<file path="config.mk">
export PLATFORM = sky130hd
export DESIGN_NAME = conv1_mem_write
export DESIGN_NICKNAME = d
export VERILOG_FILES = /design/src/rtl/conv1_pkg.sv /design/src/rtl/conv1_pos_counter.sv /design/src/rtl/conv1_mem_write.sv
export SDC_FILE = /design/constraint.sdc
export NUM_CORES = 1
export LEC_CHECK = 0
export BUFFER_PORTS_ARGS = -buffer_cell sky130_fd_sc_hd__clkbuf_2
export CAP_MARGIN = 0
export CORE_ASPECT_RATIO = 1.5
export CORE_MARGIN = 2
export CORE_UTILIZATION = 52
export CTS_CLUSTER_DIAMETER = 50
export DETAILED_ROUTE_END_ITERATION = 8
export PLACE_DENSITY_LB_ADDON = 0.05
export SLEW_MARGIN = 10
export SYNTH_ARGS = -nofsm -noshare
export SYNTH_HDL_FRONTEND = slang
export SYNTH_SLANG_ARGS = --single-unit
export TNS_END_PERCENT = 30
</file>
<file path="constraint.sdc">
create_clock -name clk -period 2.1 [get_ports clk]
set_input_delay 0.63 -clock clk [delete_from_list [all_inputs] [get_ports clk]]
set_output_delay 0.63 -clock clk [all_outputs]
set_load 0.05 [all_outputs]
</file>
<file path="src/rtl/conv1_pkg.sv">
// Shared conv1 geometry and control state encoding, used by the output
// writer and the read addresser.
package conv1_pkg;

    localparam int unsigned IMG_W  = 24;
    localparam int unsigned IMG_H  = 24;
    localparam int unsigned DEPTH  = IMG_W * IMG_H;
    localparam int unsigned ADDR_W = 10;
    localparam int unsigned POS_W  = 5;

    typedef enum logic [1:0] {
        IDLE  = 2'd0,
        WRITE = 2'd1,
        DONE  = 2'd2
    } state_t;

endpackage

</file>
<file path="src/rtl/conv1_pos_counter.sv">
// Row/column/linear-address tracker for a row-major frame; the address is a
// running counter so no multiplier is needed.
module conv1_pos_counter
    import conv1_pkg::*;
#(
    parameter int unsigned COLS = conv1_pkg::IMG_W,
    parameter int unsigned ROWS = conv1_pkg::IMG_H
) (
    input  logic              clk,
    input  logic              reset,
    input  logic              clear,
    input  logic              step,
    output logic [POS_W-1:0]  row,
    output logic [POS_W-1:0]  col,
    output logic [ADDR_W-1:0] addr,
    output logic              last_c
);

    logic col_wrap_c;

    assign col_wrap_c = (col == POS_W'(COLS - 1));
    assign last_c     = col_wrap_c && (row == POS_W'(ROWS - 1));

    // Clear wins over step; column wraps into the next row.
    always_ff @(posedge clk or posedge reset) begin
        if (reset) begin
            row  <= '0;
            col  <= '0;
            addr <= '0;
        end else if (clear) begin
            row  <= '0;
            col  <= '0;
            addr <= '0;
        end else if (step) begin
            addr <= addr + ADDR_W'(1);
            if (col_wrap_c) begin
                col <= '0;
                row <= row + POS_W'(1);
            end else begin
                col <= col + POS_W'(1);
            end
        end
    end

endmodule

</file>
<file path="src/rtl/conv1_mem_write.sv">
// Writes one conv1 frame of results into the conv1 output memory in
// row-major order, one write per accepted result with one cycle of latency.
module conv1_mem_write
    import conv1_pkg::*;
#(
    parameter int unsigned IMG_W  = conv1_pkg::IMG_W,
    parameter int unsigned IMG_H  = conv1_pkg::IMG_H,
    parameter int unsigned DATA_W = 16
) (
    input  logic              clk,
    input  logic              reset,
    input  logic              enable,
    input  logic              start,
    input  logic              in_valid,
    input  logic [DATA_W-1:0] in_data,
    output logic              in_ready,
    output logic              wr_en,
    output logic [ADDR_W-1:0] wr_addr,
    output logic [DATA_W-1:0] wr_data,
    output logic [POS_W-1:0]  row,
    output logic [POS_W-1:0]  col,
    output logic              done,
    output logic              overrun
);

    state_t            state;
    state_t            state_next;
    logic              accept_c;
    logic              restart_c;
    logic              last_c;
    logic              step_c;
    logic [ADDR_W-1:0] addr;

    assign in_ready  = (state == WRITE) && enable;
    assign accept_c  = in_valid && in_ready;
    assign restart_c = start && (state != WRITE);
    // Final position is held in DONE rather than wrapping back to zero.
    assign step_c    = accept_c && !last_c;

    conv1_pos_counter #(
        .COLS (IMG_W),
        .ROWS (IMG_H)
    ) u_pos (
        .clk    (clk),
        .reset  (reset),
        .clear  (restart_c),
        .step   (step_c),
        .row    (row),
        .col    (col),
        .addr   (addr),
        .last_c (last_c)
    );

    always_ff @(posedge clk or posedge reset) begin
        if (reset) begin
            state <= IDLE;
        end else begin
            state <= state_next;
        end
    end

    always_comb begin
        state_next = state;
        case (state)
            IDLE:    if (start) state_next = WRITE;
            WRITE:   if (accept_c && last_c) state_next = DONE;
            DONE:    if (start) state_next = WRITE;
            default: state_next = IDLE;
        endcase
    end

    // Write port: registered copy of each accepted result.
    always_ff @(posedge clk or posedge reset) begin
        if (reset) begin
            wr_en   <= 1'b0;
            wr_addr <= '0;
            wr_data <= '0;
        end else begin
            wr_en <= accept_c;
            if (accept_c) begin
                wr_addr <= addr;
                wr_data <= in_data;
            end
        end
    end

    // done is sticky until restart; overrun only clears on reset.
    always_ff @(posedge clk or posedge reset) begin
        if (reset) begin
            done    <= 1'b0;
            overrun <= 1'b0;
        end else begin
            if (restart_c) begin
                done <= 1'b0;
            end else if (accept_c && last_c) begin
                done <= 1'b1;
            end
            if (in_valid && !in_ready) begin
                overrun <= 1'b1;
            end
        end
    end

endmodule

</file>
==> impl_metrics.py <==
metrics = {
    "synth": {
        "synth_edf_count": 0,
        "synth_area_um2": 2270,
        "ys_async_sr_fraction_pct": 100,
        "synthFlopType": "dfrtp_1",
        "syn_nets": 259,
        "yosysSeqAreaShare_pct": 56.3,
        "syn-instance-count": 235,
        "synth_seq_cells": 51,
        "yosysWarnings": 0,
        "syn_avg_cell_area_um2": 9.65,
        "synth_cell_types": 36,
    },
    "cells_and_area": {
        "num-nets-final": 323,
        "final_common_cell": "nand2_1",
        "drive_above_1_share_pct": 28.0,
        "antenna_cells": 0,
        "final_cell_mix": "nand2_1, clkbuf_2, dfrtp_1",
        "fillers": 371,
        "syn2layout_area_growth_pct": 21.2,
    },
    "setup_path": {
        "r2r_slack_ns": 0.27,
        "worstReg2RegEnd": "u_pos.addr[5]",
        "crit_type": "flop to primary output",
        "cp.required_ns": 1.47,
        "path_max_fanout": 5,
        "critPathLaunchType": "flop",
        "rr_worst_depth": 5,
        "r2r-start": "u_pos.col[0]",
        "cp.arrival_ns": 1.29,
        "crit_path_end_kind": "primary output",
    },
    "cts": {
        "cts_max_level": 2,
        "cts_buffers": 5,
        "clk_pin_slew_ns": 0.09,
        "clk_latency_ns": 0.30,
        "ctsHoldBuffers": 0,
        "cts_resized": 0,
        "cts-root-buf": "clkbuf_8",
        "clock_sinks": 51,
        "postCtsSetupBuffers": 0,
        "cts_tree": "built",
        "clk_path_buf_depth": 2,
    },
    "grt": {
        "grt_util_all_layers_pct": 20.5,
        "grt_max_degree": 28,
        "grt.overflow.total": 0,
        "grt_pass1_wl_um": 7940,
        "grt_pass1_vias": 1790,
        "antenna_found_initial": 0,
    },
    "sta": {
        "finalCritPeriodShare_pct": 91.6,
        "setup_tns_ns": 0,
        "fmax_mhz": 520,
        "hold_viol": 0,
        "rsz0062_at_grt": "false",
        "slew_headroom_pct": 67.4,
        "slew_viol_final": 0,
        "skew_ns": 0.00638,
        "finalSetupViolations": 0,
        "fin_hold_ws_ns": 0.328,
        "tightest_slew_ns": 0.489,
        "min_period_ns": 1.92,
    },
    "power_and_ir_drop": {
        "power.internal_mw": 1.74,
        "swShare_pct": 38.8,
        "p_per_area_nw_per_um2": 1030,
        "power_mw": 2.83,
        "pwr-share-seq_pct": 46.1,
        "clkPwrFrac_pct": 24.4,
        "p_leak_nw": 1.54,
        "ir_drop_mv": 0.787,
        "power_switching_mw": 1.10,
        "combinationalPowerShare_pct": 29.5,
    },
    "drt": {
        "drtPass1Iterations": 4,
        "wl_per_cell_um": 13.2,
        "first_iter_violations": 33,
        "wirelength_um": 4570,
        "antenna_left": 0,
        "dr_total_vias": 1817,
        "vias_per_cell": 5.25,
        "drc": 0,
    },
    "floorplan": {
        "core_area_um2": 4210,
        "die_h_um": 84.9,
        "initial_core_util_pct": 53.9,
        "fp.dieW_um": 57.9,
        "die_area_um2": 4920,
        "rows": 29,
        "ios": 61,
    },
    "place": {
        "gp_congestion": 0.777,
        "post-dp-hpwl_um": 3390,
        "portBuffers": 60,
    },
    "min_path": {
        "hp-class": "input port to asynchronous set/reset pin",
    },
    "job": {
        "cap_viol_max_count": 0,
    },
    "status": {
        "status": "complete, no violations",
    },
}
-- kinds of logic (layout without fill, tap and decap cells) --
logic type / count (synthesis) / count (layout) / synth area share (%)
AND/OR/NAND/NOR: 135 / 135 / 27.8
flip-flops: 51 / 51 / 56.3
AO/OA/AOI/OAI: 21 / 21 / 6.45
adder cells (fa/ha/maj): 3 / 3 / 1.65
multiplexers: 7 / 7 / 3.09
buffers and inverters: 14 / 79 / 3.20
XOR/XNOR: 4 / 4 / 1.54
-- worst max path at each step --
stage	endpoint	cells after the start	slack [ns]	start
4_1_cts	in_ready	3	0.17	state[1]
2_1_floorplan	in_ready	2	0.15	enable
3_3_place_gp	u_pos.col[3]	5	0.28	in_valid
3_5_place_dp	u_pos.col[3]	5	0.26	in_valid
5_1_grt	in_ready	3	0.11	state[1]
6_report	in_ready	3	0.18	state[1]
-- synthesized netlist by cell type (2+ instances only) --
| library cell | count | share of area (%) |
|---|---|---|
| xnor2_1 | 4 | 1.5 |
| nor2_1 | 12 | 2.0 |
| nand2b_1 | 2 | 0.55 |
| dfrtp_1 | 51 | 56 |
| nor3_1 | 4 | 0.88 |
| nand4b_4 | 2 | 2.1 |
| clkbuf_1 | 6 | 0.99 |
| or4_1 | 3 | 0.99 |
| nand2_1 | 91 | 15 |
| ha_1 | 3 | 1.7 |
| inv_1 | 4 | 0.66 |
| nand3_1 | 10 | 2.2 |
| and4b_1 | 2 | 0.88 |
| mux2i_1 | 7 | 3.1 |
| nand4_1 | 3 | 0.83 |
| a21oi_1 | 5 | 1.1 |
| buf_6 | 2 | 0.99 |
| o21ai_0 | 6 | 1.3 |
-- power groups by stage --
stage               Sequential [mW]  Clock [mW]  Combinational, mW
finish                         1.31       0.692              0.837
global route                   1.33       0.745              0.901
CTS                            1.31       0.711              0.846
detailed placement             1.33           0              0.843
global placement               1.32           0              0.835
floorplan                      1.69           0              0.265
-- registers in the layout, indices dropped and copies added, names as in the netlist --
register / flops
state: 2
u_pos.addr: 10
overrun: 1
wr_addr: 10
done: 1
wr_en: 1
u_pos.row: 5
wr_data: 16
u_pos.col: 5
-- stage by stage --
step | std cells | worst slack [ns] | utilization, % | area [um2]
floorplan | 235 | 0.152 | - | 2270
global placement | 338 | 0.280 | 62.5 | 2630
detailed placement | 338 | 0.256 | 62.5 | 2630
CTS | 346 | 0.167 | 65.3 | 2750
global route | 346 | 0.106 | 65.3 | 2750
finish | 346 | 0.177 | 65.3 | 2750
-- area by class of cell --
class	count	area [um2]	area share, %
clock buffers	6	82.6	3.00
clock inverters	2	35.0	1.27
inverters	5	20.0	0.728
multi-input cells	170	920	33.5
flip-flops and latches	51	1280	46.4
well taps	46	57.6	2.09
repair buffers	66	358	13.0
-- worst max-delay path, stage by stage, from the launching register on --
cell	delay, ns
dfrtp_1	0.41
nand2b_1	0.20
nor2_1	0.10
clkbuf_2	0.28
-- layer usage --
metal	vias to the layer above	global-route usage (%)	routed length [um]
li1	909	-	-
met4	0	5.71	59
met5	-	0	0
met3	6	3.20	212
met2	49	35.8	2350
met1	853	26.0	1950
(Power assumes the default switching activity.)
